**src/rtl/ysyx_24090012_bus_pkg.sv**
```systemverilog
// Shared bus definitions for the ysyx_24090012 core: AXI field widths,
// CLINT address window defaults, response codes and crossbar FSM encodings.
package ysyx_24090012_bus_pkg;

    localparam int unsigned ADDR_W  = 32;
    localparam int unsigned DATA_W  = 32;
    localparam int unsigned STRB_W  = 4;
    localparam int unsigned ID_W    = 4;
    localparam int unsigned LEN_W   = 8;
    localparam int unsigned SIZE_W  = 3;
    localparam int unsigned BURST_W = 2;
    localparam int unsigned RESP_W  = 2;

    localparam logic [ADDR_W-1:0] CLINT_BASE_DEF = 32'h0200_0000;
    localparam logic [ADDR_W-1:0] CLINT_MASK_DEF = 32'hFFFF_0000;

    localparam logic [RESP_W-1:0] RESP_OKAY   = 2'b00;
    localparam logic [RESP_W-1:0] RESP_DECERR = 2'b11;

    typedef enum logic [1:0] {
        R_IDLE = 2'd0,
        R_S0   = 2'd1,
        R_S1   = 2'd2
    } rd_state_e;

    typedef enum logic [1:0] {
        W_IDLE = 2'd0,
        W_S0   = 2'd1,
        W_S1   = 2'd2
    } wr_state_e;

endpackage

```
**src/rtl/ysyx_24090012_xbar_decode.sv**
```systemverilog
// Address-to-slave decoder for the crossbar.
// Ports: addr (in)  - request address
//        sel_clint (out) - 1 when addr falls in the CLINT window, else slave 0
module ysyx_24090012_xbar_decode
    import ysyx_24090012_bus_pkg::*;
#(
    parameter logic [ADDR_W-1:0] CLINT_BASE = CLINT_BASE_DEF,
    parameter logic [ADDR_W-1:0] CLINT_MASK = CLINT_MASK_DEF
) (
    input  logic [ADDR_W-1:0] addr,
    output logic              sel_clint
);

    assign sel_clint = ((addr & CLINT_MASK) == CLINT_BASE);

endmodule

```
**src/rtl/ysyx_24090012_xbar.sv**
```systemverilog
// AXI4 1-to-2 crossbar: routes the arbiter's master port to the SoC bus
// (slave 0) or the CLINT (slave 1) by address. Independent read and write
// FSMs, one transaction in flight per direction.
// Ports: clk/rst (async active-high); m_* upstream master channels;
//        s0_*/s1_* downstream slave channels with identical port sets.
module ysyx_24090012_xbar
    import ysyx_24090012_bus_pkg::*;
#(
    parameter logic [ADDR_W-1:0] CLINT_BASE = CLINT_BASE_DEF,
    parameter logic [ADDR_W-1:0] CLINT_MASK = CLINT_MASK_DEF
) (
    input  logic                clk,
    input  logic                rst,
    // master side
    input  logic                m_awvalid,
    output logic                m_awready,
    input  logic [ADDR_W-1:0]   m_awaddr,
    input  logic [ID_W-1:0]     m_awid,
    input  logic [LEN_W-1:0]    m_awlen,
    input  logic [SIZE_W-1:0]   m_awsize,
    input  logic [BURST_W-1:0]  m_awburst,
    input  logic                m_wvalid,
    output logic                m_wready,
    input  logic [DATA_W-1:0]   m_wdata,
    input  logic [STRB_W-1:0]   m_wstrb,
    input  logic                m_wlast,
    output logic                m_bvalid,
    input  logic                m_bready,
    output logic [RESP_W-1:0]   m_bresp,
    output logic [ID_W-1:0]     m_bid,
    input  logic                m_arvalid,
    output logic                m_arready,
    input  logic [ADDR_W-1:0]   m_araddr,
    input  logic [ID_W-1:0]     m_arid,
    input  logic [LEN_W-1:0]    m_arlen,
    input  logic [SIZE_W-1:0]   m_arsize,
    input  logic [BURST_W-1:0]  m_arburst,
    output logic                m_rvalid,
    input  logic                m_rready,
    output logic [DATA_W-1:0]   m_rdata,
    output logic [RESP_W-1:0]   m_rresp,
    output logic                m_rlast,
    output logic [ID_W-1:0]     m_rid,
    // slave 0 (SoC bus)
    output logic                s0_awvalid,
    input  logic                s0_awready,
    output logic [ADDR_W-1:0]   s0_awaddr,
    output logic [ID_W-1:0]     s0_awid,
    output logic [LEN_W-1:0]    s0_awlen,
    output logic [SIZE_W-1:0]   s0_awsize,
    output logic [BURST_W-1:0]  s0_awburst,
    output logic                s0_wvalid,
    input  logic                s0_wready,
    output logic [DATA_W-1:0]   s0_wdata,
    output logic [STRB_W-1:0]   s0_wstrb,
    output logic                s0_wlast,
    input  logic                s0_bvalid,
    output logic                s0_bready,
    input  logic [RESP_W-1:0]   s0_bresp,
    input  logic [ID_W-1:0]     s0_bid,
    output logic                s0_arvalid,
    input  logic                s0_arready,
    output logic [ADDR_W-1:0]   s0_araddr,
    output logic [ID_W-1:0]     s0_arid,
    output logic [LEN_W-1:0]    s0_arlen,
    output logic [SIZE_W-1:0]   s0_arsize,
    output logic [BURST_W-1:0]  s0_arburst,
    input  logic                s0_rvalid,
    output logic                s0_rready,
    input  logic [DATA_W-1:0]   s0_rdata,
    input  logic [RESP_W-1:0]   s0_rresp,
    input  logic                s0_rlast,
    input  logic [ID_W-1:0]     s0_rid,
    // slave 1 (CLINT)
    output logic                s1_awvalid,
    input  logic                s1_awready,
    output logic [ADDR_W-1:0]   s1_awaddr,
    output logic [ID_W-1:0]     s1_awid,
    output logic [LEN_W-1:0]    s1_awlen,
    output logic [SIZE_W-1:0]   s1_awsize,
    output logic [BURST_W-1:0]  s1_awburst,
    output logic                s1_wvalid,
    input  logic                s1_wready,
    output logic [DATA_W-1:0]   s1_wdata,
    output logic [STRB_W-1:0]   s1_wstrb,
    output logic                s1_wlast,
    input  logic                s1_bvalid,
    output logic                s1_bready,
    input  logic [RESP_W-1:0]   s1_bresp,
    input  logic [ID_W-1:0]     s1_bid,
    output logic                s1_arvalid,
    input  logic                s1_arready,
    output logic [ADDR_W-1:0]   s1_araddr,
    output logic [ID_W-1:0]     s1_arid,
    output logic [LEN_W-1:0]    s1_arlen,
    output logic [SIZE_W-1:0]   s1_arsize,
    output logic [BURST_W-1:0]  s1_arburst,
    input  logic                s1_rvalid,
    output logic                s1_rready,
    input  logic [DATA_W-1:0]   s1_rdata,
    input  logic [RESP_W-1:0]   s1_rresp,
    input  logic                s1_rlast,
    input  logic [ID_W-1:0]     s1_rid
);

    rd_state_e r_state_q, r_state_d;
    wr_state_e w_state_q, w_state_d;
    logic      ar_hit;
    logic      aw_hit;

    ysyx_24090012_xbar_decode #(
        .CLINT_BASE (CLINT_BASE),
        .CLINT_MASK (CLINT_MASK)
    ) u_ar_dec (
        .addr      (m_araddr),
        .sel_clint (ar_hit)
    );

    ysyx_24090012_xbar_decode #(
        .CLINT_BASE (CLINT_BASE),
        .CLINT_MASK (CLINT_MASK)
    ) u_aw_dec (
        .addr      (m_awaddr),
        .sel_clint (aw_hit)
    );

    // State registers
    always_ff @(posedge clk or posedge rst) begin
        if (rst) begin
            r_state_q <= R_IDLE;
            w_state_q <= W_IDLE;
        end else begin
            r_state_q <= r_state_d;
            w_state_q <= w_state_d;
        end
    end

    // Read FSM: decode in IDLE, then pass AR/R through until the last beat
    always_comb begin
        r_state_d  = r_state_q;
        s0_arvalid = 1'b0;
        s0_rready  = 1'b0;
        s1_arvalid = 1'b0;
        s1_rready  = 1'b0;
        m_arready  = 1'b0;
        m_rvalid   = 1'b0;
        case (r_state_q)
            R_IDLE: begin
                if (m_arvalid) r_state_d = ar_hit ? R_S1 : R_S0;
            end
            R_S0: begin
                s0_arvalid = m_arvalid;
                m_arready  = s0_arready;
                s0_rready  = m_rready;
                m_rvalid   = s0_rvalid;
                if (s0_rvalid && m_rready && s0_rlast) r_state_d = R_IDLE;
            end
            R_S1: begin
                s1_arvalid = m_arvalid;
                m_arready  = s1_arready;
                s1_rready  = m_rready;
                m_rvalid   = s1_rvalid;
                if (s1_rvalid && m_rready && s1_rlast) r_state_d = R_IDLE;
            end
            default: r_state_d = R_IDLE;
        endcase
    end

    // Write FSM: decode in IDLE, then pass AW/W/B through until the B handshake
    always_comb begin
        w_state_d  = w_state_q;
        s0_awvalid = 1'b0;
        s0_wvalid  = 1'b0;
        s0_bready  = 1'b0;
        s1_awvalid = 1'b0;
        s1_wvalid  = 1'b0;
        s1_bready  = 1'b0;
        m_awready  = 1'b0;
        m_wready   = 1'b0;
        m_bvalid   = 1'b0;
        case (w_state_q)
            W_IDLE: begin
                if (m_awvalid) w_state_d = aw_hit ? W_S1 : W_S0;
            end
            W_S0: begin
                s0_awvalid = m_awvalid;
                m_awready  = s0_awready;
                s0_wvalid  = m_wvalid;
                m_wready   = s0_wready;
                s0_bready  = m_bready;
                m_bvalid   = s0_bvalid;
                if (s0_bvalid && m_bready) w_state_d = W_IDLE;
            end
            W_S1: begin
                s1_awvalid = m_awvalid;
                m_awready  = s1_awready;
                s1_wvalid  = m_wvalid;
                m_wready   = s1_wready;
                s1_bready  = m_bready;
                m_bvalid   = s1_bvalid;
                if (s1_bvalid && m_bready) w_state_d = W_IDLE;
            end
            default: w_state_d = W_IDLE;
        endcase
    end

    // Response payloads follow the active slave; slave 0 when idle
    assign m_rdata = (r_state_q == R_S1) ? s1_rdata : s0_rdata;
    assign m_rresp = (r_state_q == R_S1) ? s1_rresp : s0_rresp;
    assign m_rlast = (r_state_q == R_S1) ? s1_rlast : s0_rlast;
    assign m_rid   = (r_state_q == R_S1) ? s1_rid   : s0_rid;
    assign m_bresp = (w_state_q == W_S1) ? s1_bresp : s0_bresp;
    assign m_bid   = (w_state_q == W_S1) ? s1_bid   : s0_bid;

    // Request payloads fan out to both slaves; only the valids are steered
    assign s0_awaddr  = m_awaddr;
    assign s0_awid    = m_awid;
    assign s0_awlen   = m_awlen;
    assign s0_awsize  = m_awsize;
    assign s0_awburst = m_awburst;
    assign s0_wdata   = m_wdata;
    assign s0_wstrb   = m_wstrb;
    assign s0_wlast   = m_wlast;
    assign s0_araddr  = m_araddr;
    assign s0_arid    = m_arid;
    assign s0_arlen   = m_arlen;
    assign s0_arsize  = m_arsize;
    assign s0_arburst = m_arburst;
    assign s1_awaddr  = m_awaddr;
    assign s1_awid    = m_awid;
    assign s1_awlen   = m_awlen;
    assign s1_awsize  = m_awsize;
    assign s1_awburst = m_awburst;
    assign s1_wdata   = m_wdata;
    assign s1_wstrb   = m_wstrb;
    assign s1_wlast   = m_wlast;
    assign s1_araddr  = m_araddr;
    assign s1_arid    = m_arid;
    assign s1_arlen   = m_arlen;
    assign s1_arsize  = m_arsize;
    assign s1_arburst = m_arburst;

endmodule
```
**config.mk**
```make
export PLATFORM = sky130hd
export DESIGN_NAME = ysyx_24090012_xbar
export DESIGN_NICKNAME = d
export VERILOG_FILES = /design/src/rtl/ysyx_24090012_bus_pkg.sv /design/src/rtl/ysyx_24090012_xbar_decode.sv /design/src/rtl/ysyx_24090012_xbar.sv
export SDC_FILE = /design/constraint.sdc
export NUM_CORES = 1
export LEC_CHECK = 0
export BUFFER_PORTS_ARGS = -buffer_cell sky130_fd_sc_hd__buf_2
export CAP_MARGIN = 40
export CORE_AREA = 2 2 221 223
export DETAILED_ROUTE_END_ITERATION = 10
export DIE_AREA = 0 0 223 225
export GPL_ROUTABILITY_DRIVEN = 0
export HOLD_SLACK_MARGIN = 0.03
export PLACE_DENSITY_LB_ADDON = 0.25
export RECOVER_POWER = 100
export SYNTH_ARGS = -nofsm -noshare
export SYNTH_HDL_FRONTEND = slang
export SYNTH_SLANG_ARGS = --single-unit
```
**constraint.sdc**
```tcl
create_clock -name clk -period 1.9 [get_ports clk]
set_input_delay 0 -clock clk [delete_from_list [all_inputs] [get_ports clk]]
set_output_delay 0 -clock clk [all_outputs]
set_load 0.01 [all_outputs]
```
==> results.sh <==
export IMPL_dr_pass1_iters=4
export IMPL_cts_tree="yes"
export IMPL_hold_end="r_state_q[0]$_DFFE_PP0P_"
export IMPL_synth_top_area_share_pct=65.7
export IMPL_yosysSeqAreaShare_pct=3.24
export IMPL_finish_utilization_pct=8.72
export IMPL_syn_nets=636
export IMPL_clock_skew_ps=0.0964
export IMPL_synthCells=386
export IMPL_synth_top_area_cell="buf_4"
export IMPL_dieArea_um2=50200
export IMPL_leakagePower_uw=0.00161
export IMPL_path_buf_inv=3
export IMPL_cpMaxStageDelayCell="mux2_2"
export IMPL_setup_violations=0
export IMPL_critical_path_required_ps=1900
export IMPL_grt_usage_pct=4.23
export IMPL_drt_iter0_markers=48
export IMPL_rsz0062_at_grt="false"
export IMPL_ant_nets=0
export IMPL_maxCapViolCount=0
export IMPL_fin_setup_tns_ps=0
export IMPL_finalNetCount=735
export IMPL_num_fill_cells=5597
export IMPL_synth_cell_types=21
export IMPL_fp_dieW_um=223
export IMPL_avgSynthCellArea_um2=7.99
export IMPL_reg2reg_depth=5
export IMPL_grt_max_degree=41
export IMPL_p_int_uw=869
export IMPL_clockBufferDepth=2
export IMPL_tightest_slew_ps=461
export IMPL_hpwl_um=9900
export IMPL_antenna_found_initial=6
export IMPL_final_layout_size_suffix_gt1_share_pct=42.0
export IMPL_clock_fmax_mhz=567
export IMPL_finalWirelength_um=12800
export IMPL_synthTopCellsByArea="buf_4 (66%), mux2_2 (17%), dfrtp_1 (3.2%), ha_1 (3.2%), and2_1 (1.6%)"
export IMPL_r2r_end="r_state_q[1]$_DFFE_PP0P_"
export IMPL_cp_start_kind="flop"
export IMPL_finalCritPeriodShare_pct=92.8
export IMPL_ff_latch_area_um2=100
export IMPL_htreeDepth=1
export IMPL_instances_no_fill=1103
export IMPL_fin_crit_ps=1760
export IMPL_path_cells="inv_1, ha_4, buf_4, mux2_2, clkbuf_1"
export IMPL_grt_pass1_wl_um=15600
export IMPL_clkTransAtPathRegs_ps=30
export IMPL_die_h_um=225
export IMPL_cts_root_buffer="clkbuf_16"
export IMPL_multiInputGateArea_um2=923
export IMPL_cts_sinks=4
export IMPL_power_density_nw_per_um2=385
export IMPL_yosys_warnings=0
export IMPL_worst_path_max_fanout=20
export IMPL_io_buffer_count=262
export IMPL_layout_commonest_cell="buf_2"
export IMPL_cp_slowest_stage_delay_ps=380
export IMPL_viasPerCell=2.41
export IMPL_synth_seq_cells=4
export IMPL_critPathTopFamily="buffers and inverters"
export IMPL_max_slew_margin_pct=69.0
export IMPL_synth_area_um2=3090
export IMPL_cts_setup_buffers=0
export IMPL_drv_slew=0
export IMPL_clock_latency_ps=230
export IMPL_reg2reg_from="r_state_q[0]$_DFFE_PP0P_"
export IMPL_hold_viol=0
export IMPL_pwr_share_comb_pct=69.7
export IMPL_pwr_share_seq_pct=7.7
export IMPL_cts_inserted_buffers=3
export IMPL_start_util_pct=6.49
export IMPL_vdd_ir_drop_max_mv=0.227
export IMPL_worstPathArrival_ps=1760
export IMPL_drc_errors=0
export IMPL_area_delta_synth_final_pct=34.4
export IMPL_min_from="m_arvalid"
export IMPL_drt_wirelength_per_cell_um=11.6
export IMPL_grt_ovfl_total=0
export IMPL_crit_type="reg -> out"
export IMPL_grt_pass1_vias=2518
export IMPL_dp_cells=990
export IMPL_vias=2660
export IMPL_ioPinCount=572
export IMPL_rows=80
export IMPL_outcome="finished clean"
export IMPL_p_clk_share_pct=22.6
export IMPL_end_kind="output port"
export IMPL_core_area_um2=47500
export IMPL_hold_path_cell_count=3
export IMPL_hold_class="in -> reg"
export IMPL_sw_frac_of_total_pct=45.6
export IMPL_switching_power_uw=728
export IMPL_layout_common_cells="buf_2 (147), clkbuf_1 (114), dlygate4sd3_1 (104)"
export IMPL_r2r_setup_slack_ps=340
-- logic make-up after synthesis --
| logic type | Yosys count | synth area share (%) |
|---|---|---|
| buffers and inverters | 281 | 67.2 |
| muxes | 47 | 17.1 |
| and+or+nand+nor | 37 | 6.93 |
| AOI/OAI and AO/OA | 9 | 2.23 |
| adders and majority gates | 8 | 3.24 |
| DFF | 4 | 3.24 |
-- registers in the layout, indices dropped and copies added (netlist names) --
register   count
r_state_q      2
w_state_q      2
-- metrics by stage --
stage | setup WS, ps | power [uW] | cell area [um^2] | hold WS, ps
3_3_place_gp | 323 | 934 | 3140 | 0.100
6_report | 136 | 1600 | 4150 | 198
4_1_cts | 52.5 | 1670 | 4260 | 198
2_1_floorplan | 515 | 1040 | 3090 | -234
3_5_place_dp | 309 | 930 | 3140 | 0.100
5_1_grt | 43.6 | 1730 | 4150 | 215
-- routing by layer --
| metal | GRT usage, % | up-vias | share of wire, % |
|---|---|---|---|
| li1 | - | 1172 | - |
| met1 | 4.40 | 1187 | 35 |
| met2 | 7.77 | 277 | 52 |
| met3 | 1.07 | 24 | 9.5 |
| met4 | 2.36 | 0 | 3.9 |
| met5 | 0 | - | 0 |
-- worst max-delay path by stage --
| stage | from | to | slack [ps] | cells past startpoint |
|---|---|---|---|---|
| final | r_state_q[0]$_DFFE_PP0P_ | m_rid[2] | 140 | 5 |
| after global routing | r_state_q[0]$_DFFE_PP0P_ | m_rdata[19] | 40 | 5 |
| after CTS | r_state_q[0]$_DFFE_PP0P_ | m_rdata[22] | 50 | 5 |
| after detailed placement | r_state_q[0]$_DFFE_PP0P_ | m_rdata[22] | 310 | 5 |
| after global placement | r_state_q[0]$_DFFE_PP0P_ | m_rdata[20] | 320 | 5 |
| after floorplan | r_state_q[0]$_DFFE_PP0P_ | r_state_q[1]$_DFFE_PP0P_ | 510 | 5 |
-- what timing repair did --
item	4_1_cts	5_1_grt
endpoints found under the hold margin	210	0
setup endpoints to repair	0	2
resized for setup	0	1
hold buffers	104	0
-- cells in the mapped netlist (all sizes together) --
cell	count
a221o	1
a22o	1
a22oi	5
and2	10
buf	275
dfrtp	4
ha	8
inv	6
mux2	46
mux2i	1
nand2	7
nand3	2
nand4	2
nor2	2
nor2b	6
nor4	6
nor4b	2
o211ai	1
o21ai	1
-- layout make-up --
type / count / area share, %
tap: 615 / 18.6
clock buffer: 3 / 1.81
timing repair buffer: 369 / 54.1
sequential: 4 / 2.41
antenna: 5 / 0.302
multi-input combinational: 101 / 22.3
inverter: 6 / 0.543
-- worst min-delay path: cells and delay by family --
kind	cells	cell delay, ps
AO/OA/AOI/OAI	1	130
multiplexers	1	150
buffers and inverters	1	100
-- power groups by stage --
| stage | combinational [uW] | sequential, uW | clock, uW |
|---|---|---|---|
| floorplan | 922 | 121 | 0 |
| global placement | 806 | 128 | 0 |
| detailed placement | 804 | 126 | 0 |
| CTS | 1160 | 125 | 384 |
| global route | 1210 | 130 | 392 |
| finish | 1110 | 124 | 361 |
No activity file was read; power rests on OpenSTA's default activity.
